--- src/rtl/vga_scan_ctrl.sv ---
`default_nettype none
// ============================================================================
//  Module   : vga_scan_ctrl
//  Purpose  : 640x480@60Hz VGA scan-out engine. Walks the frame in raster
//             order, drives one frame-linear VRAM word address per pixel
//             clock, and turns the RGB565 word returned FETCH_LAT cycles later
//             into 12-bit RGB. HS/VS go through the same delay so they stay
//             aligned with the pixels.
//  Options  : VGA_SCAN_DOUBLE_EN - when defined, shows a 320x240 framebuffer
//             pixel- and line-doubled. Timing, latency and sync are unchanged.
//  Ports    : clk_25mhz      in   1   pixel clock
//             rst_n          in   1   asynchronous active-low reset
//             vram_scan_addr out  20  SRAM word address being fetched
//             vram_scan_data in   16  RGB565 word, FETCH_LAT cycles after addr
//             vga_r/g/b      out  4   pixel colour (0 during blanking)
//             vga_hs/vga_vs  out  1   syncs, active low
//             frame_start    out  1   one-cycle pulse at h_cnt=0, v_cnt=0
//             in_vblank      out  1   high while v_cnt >= V_VIS
//  Revision : 1.0  initial release
// ============================================================================
module vga_scan_ctrl #(
   parameter logic [19:0] VRAM_BASE = 20'h80000,
   parameter int          FETCH_LAT = 2,      // legal 1..4
   parameter int          H_VIS     = 640,
   parameter int          H_FP      = 16,
   parameter int          H_SYNC    = 96,
   parameter int          H_BP      = 48,
   parameter int          V_VIS     = 480,
   parameter int          V_FP      = 10,
   parameter int          V_SYNC    = 2,
   parameter int          V_BP      = 33
) (
   input  logic        clk_25mhz,
   input  logic        rst_n,
   output logic [19:0] vram_scan_addr,
   input  logic [15:0] vram_scan_data,
   output logic [3:0]  vga_r,
   output logic [3:0]  vga_g,
   output logic [3:0]  vga_b,
   output logic        vga_hs,
   output logic        vga_vs,
   output logic        frame_start,
   output logic        in_vblank
);

   localparam int H_TOT = H_VIS + H_FP + H_SYNC + H_BP;
   localparam int V_TOT = V_VIS + V_FP + V_SYNC + V_BP;

   localparam logic [9:0]  c_H_LAST     = 10'(H_TOT - 1);
   localparam logic [9:0]  c_V_LAST     = 10'(V_TOT - 1);
   localparam logic [9:0]  c_H_VIS      = 10'(H_VIS);
   localparam logic [9:0]  c_V_VIS      = 10'(V_VIS);
   localparam logic [9:0]  c_H_VIS_LAST = 10'(H_VIS - 1);
   localparam logic [9:0]  c_HS_BEG     = 10'(H_VIS + H_FP);
   localparam logic [9:0]  c_HS_END     = 10'(H_VIS + H_FP + H_SYNC - 1);
   localparam logic [9:0]  c_VS_BEG     = 10'(V_VIS + V_FP);
   localparam logic [9:0]  c_VS_END     = 10'(V_VIS + V_FP + V_SYNC - 1);
`ifdef VGA_SCAN_DOUBLE_EN
   // Net step at the end of an even line: +1 for the last pixel pair, then
   // back one 320-word source row so the next line repeats it.
   localparam logic [19:0] c_REWIND     = 20'(H_VIS / 2 - 1);
`endif

   // Raster counters and fetch address
   logic [9:0]  h_cnt_q, h_cnt_d;
   logic [9:0]  v_cnt_q, v_cnt_d;
   logic [19:0] addr_q,  addr_d;

   // Latency-matching delay line (index FETCH_LAT-1 is the oldest)
   logic [FETCH_LAT-1:0] act_dly_q;
   logic [FETCH_LAT-1:0] hs_dly_q;
   logic [FETCH_LAT-1:0] vs_dly_q;

   // Registered outputs
   logic [3:0] vga_r_q, vga_g_q, vga_b_q;
   logic       vga_hs_q, vga_vs_q, frame_start_q, in_vblank_q;

   // Fetch-stage decode from the undelayed counters
   logic fetch_active, h_wrap, v_wrap, hs_raw, vs_raw;

   assign fetch_active = (h_cnt_q < c_H_VIS) && (v_cnt_q < c_V_VIS);
   assign h_wrap       = (h_cnt_q == c_H_LAST);
   assign v_wrap       = (v_cnt_q == c_V_LAST);
   assign hs_raw       = !((h_cnt_q >= c_HS_BEG) && (h_cnt_q <= c_HS_END));
   assign vs_raw       = !((v_cnt_q >= c_VS_BEG) && (v_cnt_q <= c_VS_END));

   always_comb begin
      h_cnt_d = h_cnt_q + 10'd1;
      v_cnt_d = v_cnt_q;
      addr_d  = addr_q;

      if (h_wrap) begin
         h_cnt_d = '0;
         v_cnt_d = v_wrap ? '0 : v_cnt_q + 10'd1;
      end

      // The wrap cycle is always blanking, so the reload never competes with
      // an increment; pixel (0,0) of the next frame sees VRAM_BASE.
      if (h_wrap && v_wrap) begin
         addr_d = VRAM_BASE;
      end
`ifdef VGA_SCAN_DOUBLE_EN
      else if (fetch_active && h_cnt_q[0]) begin
         if ((h_cnt_q == c_H_VIS_LAST) && !v_cnt_q[0]) begin
            addr_d = addr_q - c_REWIND;
         end else begin
            addr_d = addr_q + 20'd1;
         end
      end
`else
      else if (fetch_active) begin
         addr_d = addr_q + 20'd1;
      end
`endif
   end

   always_ff @(posedge clk_25mhz or negedge rst_n) begin
      if (!rst_n) begin
         h_cnt_q       <= '0;
         v_cnt_q       <= '0;
         addr_q        <= VRAM_BASE;
         act_dly_q     <= '0;
         hs_dly_q      <= '1;
         vs_dly_q      <= '1;
         vga_r_q       <= '0;
         vga_g_q       <= '0;
         vga_b_q       <= '0;
         vga_hs_q      <= 1'b1;
         vga_vs_q      <= 1'b1;
         frame_start_q <= 1'b0;
         in_vblank_q   <= 1'b0;
      end else begin
         h_cnt_q <= h_cnt_d;
         v_cnt_q <= v_cnt_d;
         addr_q  <= addr_d;

         act_dly_q[0] <= fetch_active;
         hs_dly_q[0]  <= hs_raw;
         vs_dly_q[0]  <= vs_raw;
         for (int i = 1; i < FETCH_LAT; i++) begin
            act_dly_q[i] <= act_dly_q[i-1];
            hs_dly_q[i]  <= hs_dly_q[i-1];
            vs_dly_q[i]  <= vs_dly_q[i-1];
         end

         // Data is sampled unconditionally; the delayed active bit gates it.
         if (act_dly_q[FETCH_LAT-1]) begin
            vga_r_q <= vram_scan_data[15:12];
            vga_g_q <= vram_scan_data[10:7];
            vga_b_q <= vram_scan_data[4:1];
         end else begin
            vga_r_q <= '0;
            vga_g_q <= '0;
            vga_b_q <= '0;
         end
         vga_hs_q <= hs_dly_q[FETCH_LAT-1];
         vga_vs_q <= vs_dly_q[FETCH_LAT-1];

         frame_start_q <= (h_cnt_q == '0) && (v_cnt_q == '0);
         in_vblank_q   <= (v_cnt_q >= c_V_VIS);
      end
   end

   assign vram_scan_addr = addr_q;
   assign vga_r          = vga_r_q;
   assign vga_g          = vga_g_q;
   assign vga_b          = vga_b_q;
   assign vga_hs         = vga_hs_q;
   assign vga_vs         = vga_vs_q;
   assign frame_start    = frame_start_q;
   assign in_vblank      = in_vblank_q;

endmodule
`default_nettype wire

--- config.mk ---
export PLATFORM = sky130hd
export DESIGN_NAME = vga_scan_ctrl
export DESIGN_NICKNAME = d
export VERILOG_FILES = /design/src/rtl/vga_scan_ctrl.sv
export SDC_FILE = /design/constraint.sdc
export NUM_CORES = 1
export LEC_CHECK = 0
export BUFFER_PORTS_ARGS = -buffer_cell sky130_fd_sc_hd__buf_2
export CELL_PAD_IN_SITES_DETAIL_PLACEMENT = 2
export CELL_PAD_IN_SITES_GLOBAL_PLACEMENT = 2
export CORE_ASPECT_RATIO = 0.9
export CORE_UTILIZATION = 38
export CTS_CLUSTER_DIAMETER = 80
export CTS_CLUSTER_SIZE = 25
export DETAILED_ROUTE_END_ITERATION = 12
export PLACE_DENSITY_LB_ADDON = 0.15
export SLEW_MARGIN = 5
export SYNTH_ARGS = -nofsm -noshare
export SYNTH_HDL_FRONTEND = slang
export SYNTH_SLANG_ARGS = --single-unit
export TNS_END_PERCENT = 1
--- constraint.sdc ---
create_clock -name clk_25mhz -period 5.2 [get_ports clk_25mhz]
set_clock_uncertainty 0.1 [all_clocks]
set_input_delay 0.26 -clock clk_25mhz [delete_from_list [all_inputs] [get_ports clk_25mhz]]
set_output_delay 0.26 -clock clk_25mhz [all_outputs]
set_load 0.05 [all_outputs]
# Yosys cells after proc, flatten, opt, wreduce, memory -nomap -nowiden
# Index checks and enable logic that the tools add are counted.
[word_totals]
regBits = 62
out_inout_bits = 36
[classes]
n_addsub = 3
n_lt_le_gt_ge = 7
n_eq_ne = 2
mux = 7
reduce_logical = 10
[ops]
columns = ["operator", "count"]
rows = [
  ["two-way mux 20 bit", 2],
  ["adder 10 x 1 -> 10 bit (second input constant)", 2],
  ["adder 20 x 1 -> 20 bit (second input constant)", 1],
  ["equality test 10 bit (second input constant)", 2],
  ["greater-or-equal comparator 10 x 9 -> 1 bit (second input constant)", 2],
  ["logical NOT 10 bit", 2],
  ["two-way mux 10 bit", 2],
  ["two-way mux 4 bit", 3],
  ["greater-or-equal comparator 10 bit (second input constant)", 1],
  ["<= comparator 10 bit (second input constant)", 1],
  ["<= comparator 10 x 9 -> 1 bit (second input constant)", 1],
  ["less-than comparator 10 bit (second input constant)", 1],
  ["less-than comparator 10 x 9 -> 1 bit (second input constant)", 1],
  ["logical AND 1 bit", 5],
  ["logical NOT 1 bit", 2],
  ["nonzero test 2 bit", 1],
]

# Depth between registers and ports, before layout
[depth]
word_depth = 4
mapped_depth = 7

# Worst setup path before layout
# No wires, ideal clock.
[synth_path]
path_type = "flip-flop to flip-flop"
from = "register addr_q[0], in the netlist vram_scan_addr[0]"
to = "register addr_q[16], in the netlist vram_scan_addr[16]"
setup_time_ps = 73
arrival_ps = 2085
setup_slack_ps = 2942
stages_incl_launch_ff = 7
path_buffers = 1
path_cell_list = "dfrtp_1 ha_1 nand2_1 or3_4 buf_6 or4_4 a21oi_2"
[synth_via]
elab_chain_cells = 3
[synth_rtl]
columns = ["item", "line", "source"]
rows = [
  ["start: declaration", "67", "logic [19:0] addr_q, addr_d;"],
  ["start signal: assignment", "135", "addr_q <= addr_d;"],
  ["adder 20 x 1 -> 20 bit", "112", "addr_d = addr_q + 20'd1;"],
  ["two-way mux 20 bit", "111", "else if (fetch_active) begin"],
  ["two-way mux 20 bit", "99", "if (h_wrap && v_wrap) begin"],
]
# Every way passes these cells. The select of a mux whose other input is x is not followed.
# A chain may end at the register's enable or synchronous reset.

# Worst setup path after layout
[layout_path]
from = "register h_cnt_q[0]"
to = "register v_cnt_q[8]"
[layout_via]
elab_chain_cells = 1
[layout_rtl]
columns = ["item", "line", "source"]
rows = [
  ["start: declaration", "65", "logic [9:0] h_cnt_q, h_cnt_d;"],
  ["start signal: assignment", "133", "h_cnt_q <= h_cnt_d;"],
  ["equality test 10 bit", "82", "assign h_wrap = (h_cnt_q == c_H_LAST);"],
  ["end signal: assignment", "134", "v_cnt_q <= v_cnt_d;"],
  ["end: declaration", "66", "logic [9:0] v_cnt_q, v_cnt_d;"],
]
# Every way passes these cells.

==> flow_summary.ini <==
[power]
clockPowerShare_pct = 46.8
ir_drop_mv = 0.1456
leakagePower_nw = 1.485
p_per_area_mw_per_mm2 = 297.4
intPower_uw = 765.5
pwr-share-seq_pct = 49.2
p_switching_uw = 227.0
switching_share_pct = 22.87
pwr-share-comb_pct = 4.1
power_uw = 992.6

[global_route]
antenna_found_initial = 0
grt_pass1_wl_um = 12420
grt_pass1_vias = 2392
grt_max_degree = 63
grt_use_total_pct = 20.77
busiest_layer = met2
grt-ovfl-total = 0
gr-usage-met3_pct = 5.282
grtUsageMet1_pct = 27.99
grtUsageMet2_pct = 32.66

[clock_tree]
cts-root-buf = clkbuf_8
path_clk_slew_ns = 0.07
clkLatencyLatePin_ns = 0.34
tritoncts = yes
clock_sinks = 62
cts_inserted_buffers = 9
cts_resized = 0
cts_hold_buf = 0
cts_max_level = 3
post_cts_buffers = 0
clk_path_buf_depth = 2

[die]
row_count = 29
die-area_mm2 = 0.007737
fp.dieH_um = 83.55
start_util_pct = 39.48
pin_count = 54
dieWidth_um = 92.61
core_mm2 = 0.007112

[synth]
ys_ff_latch = 62
async_reset_ff_share_pct = 100.0
synth-edff-count = 0
yosys_warnings = 0
ys_seq_area_share_pct = 55.57
syn_inst = 259
avgSynthCellArea_um2 = 10.84
synth_area_mm2 = 0.002808
synthFlopType = dfrtp_1
syn-num-nets = 283
yosys.cell_types.count = 41

[sta]
timing.final.hold_violations = 2
fin_crit_sh_pct = 47.92
finalSetupTns_ns = 0
setup_violations = 0
min_period_ns = 2.492
whs_ns = -0.007660
maxSlewViolCount = 0
grt_setup_unrepaired = no
max_freq_mhz = 401.3
relSlewSlack_pct = 46.74
tightest_slew_ns = 0.7989

[route]
routed_wl_um = 7272
dr.pass1.iters = 4
vias_per_cell = 5.544
routedWlPerCell_um = 17.82
drcViolationCount = 0
ant_nets = 0
vias = 2262
drt_iter0_drc = 87

[placed_design]
hpwl_um = 4936
gp_congestion = 0.7878
port_buffers = 49

[finish]
fin_util_pct = 46.92
drive_above_1_share_pct = 26.03
multi_input_area_mm2 = 0.001164
fillers = 783
area_delta_synth_final_pct = 18.85
insertedDiodeCount = 0
seqCellArea_mm2 = 0.001560
nNetsFinal = 334

[critical_path]
cp.arrival_ns = 2.62
crit_path_end_kind = flop
critPathSlowestCell = or3_1
ff2ff_setup_slack_ns = 2.71
crit_chain = ha_1 -> nand3_1 -> or3_1 -> nor4_1 -> mux2_2
critPathMaxFanout = 8
cpPeakStageDelay_ns = 0.60
cp-start-kind = flop
required_ns = 5.33
crit_type = flop to flop
rr_worst_depth = 5
r2r-start = h_cnt_q[0]
worst_r2r_endpoint = v_cnt_q[8]

[min_path]
hold_path.class = primary input to async pin

[run_status]
violations = hold timing
status = finished with violations

[job]
max-cap-violations = 0
==> kinds of logic (layout without fill, tap and decap cells) <==
group	after synthesis	count (layout)	synth area share [%]
compound gates	39	39	8.868
xor+xnor	18	18	5.615
fa+ha+maj	6	6	2.674
buf+inv	17	73	2.986
flops	62	62	55.57
mux	1	1	0.4010
simple gates	116	116	23.89
==> area by class of cell <==
| class | instances | share of cell area, % |
|---|---|---|
| clock buffer | 10 | 3.825 |
| clock inverter | 6 | 2.587 |
| inverter | 6 | 0.6749 |
| multi-input combinational | 180 | 34.87 |
| sequential | 62 | 46.76 |
| tap | 93 | 3.487 |
| timing repair buffer | 51 | 7.799 |
==> cells in the mapped netlist (8+ instances only) <==
master	count	share of area [%]
dfrtp_1	55	49
a21oi_1	12	2.1
o21ai_0	9	1.6
o31ai_1	9	2.4
or4_1	8	2.1
nand3_1	16	2.9
nand2_1	14	1.9
xnor2_1	11	3.4
nand4_1	8	1.8
and2_1	15	3.3
nor2_1	19	2.5
nor4_1	10	2.2
==> flip-flops by register name (all words and copies together), names as in the netlist <==
name	flops
h_cnt_q	10
vga_g	4
vram_scan_addr	20
vga_vs	1
hs_dly_q	2
in_vblank	1
vga_r	4
frame_start	1
vga_b	4
vs_dly_q	2
act_dly_q	2
vga_hs	1
v_cnt_q	10
==> power by group through the flow <==
stage	Sequential, mW	Combinational [mW]	Clock (mW)
6_report	0.488	0.0405	0.464
5_1_grt	0.488	0.0439	0.497
4_1_cts	0.488	0.0418	0.481
3_5_place_dp	0.497	0.0417	0
3_3_place_gp	0.497	0.0408	0
2_1_floorplan	0.515	0.00315	0
==> layout by cell type (no fill, tap or decap), drive strengths merged, types with 4 or more instances in the layout <==
cell type | synthesis | final
clkbuf | 5 | 10
a21oi | 14 | 14
inv | 6 | 6
xnor2 | 11 | 11
and4 | 4 | 4
dfrtp | 55 | 55
nand3 | 16 | 16
o31ai | 9 | 9
ha | 6 | 6
or3 | 7 | 7
buf | 6 | 51
nor2 | 19 | 19
nand4 | 8 | 8
and2 | 15 | 15
dfstp | 7 | 7
nor4 | 10 | 10
or4 | 10 | 10
nand2 | 14 | 14
xor2 | 7 | 7
o21ai | 9 | 9
==> per-stage QoR <==
step / worst slack, ns / cells / cell area (um^2) / hold WS (ns)
floorplan: 2.942 / 259 / 2808 / -0.1356
finish: 2.708 / 408 / 3337 / -0.007660
CTS: 2.689 / 408 / 3337 / 0.01306
detailed placement: 2.731 / 392 / 3123 / 0.2451
global route: 2.514 / 408 / 3337 / 0.02353
global placement: 2.781 / 392 / 3123 / 0.2328
==> how the worst max path moves through the flow <==
stage	start	endpoint	slack (ns)	cells after the start
finish	h_cnt_q[0]	v_cnt_q[8]	2.71	5
global route	v_cnt_q[0]	vram_scan_addr[19]	2.51	7
CTS	v_cnt_q[0]	vram_scan_addr[19]	2.69	7
detailed placement	v_cnt_q[0]	vram_scan_addr[19]	2.73	7
global placement	h_cnt_q[0]	v_cnt_q[8]	2.78	5
floorplan	vram_scan_addr[0]	vram_scan_addr[16]	2.94	6
==> metal layers <==
metal | wire length, um | up-vias
li1 | - | 1042
met1 | 3405 | 1155
met2 | 3446 | 58
met3 | 329 | 7
met4 | 90 | 0
met5 | 0 | -
==> critical path, delay by kind of cell, from the launching register on <==
family	cells	cell delay, ns
AND/OR/NAND/NOR	3	1.26
flip-flops	1	0.41
adder cells (fa/ha/maj)	1	0.24
multiplexers	1	0.37
Note: power is estimated with default switching activity, not from simulation.
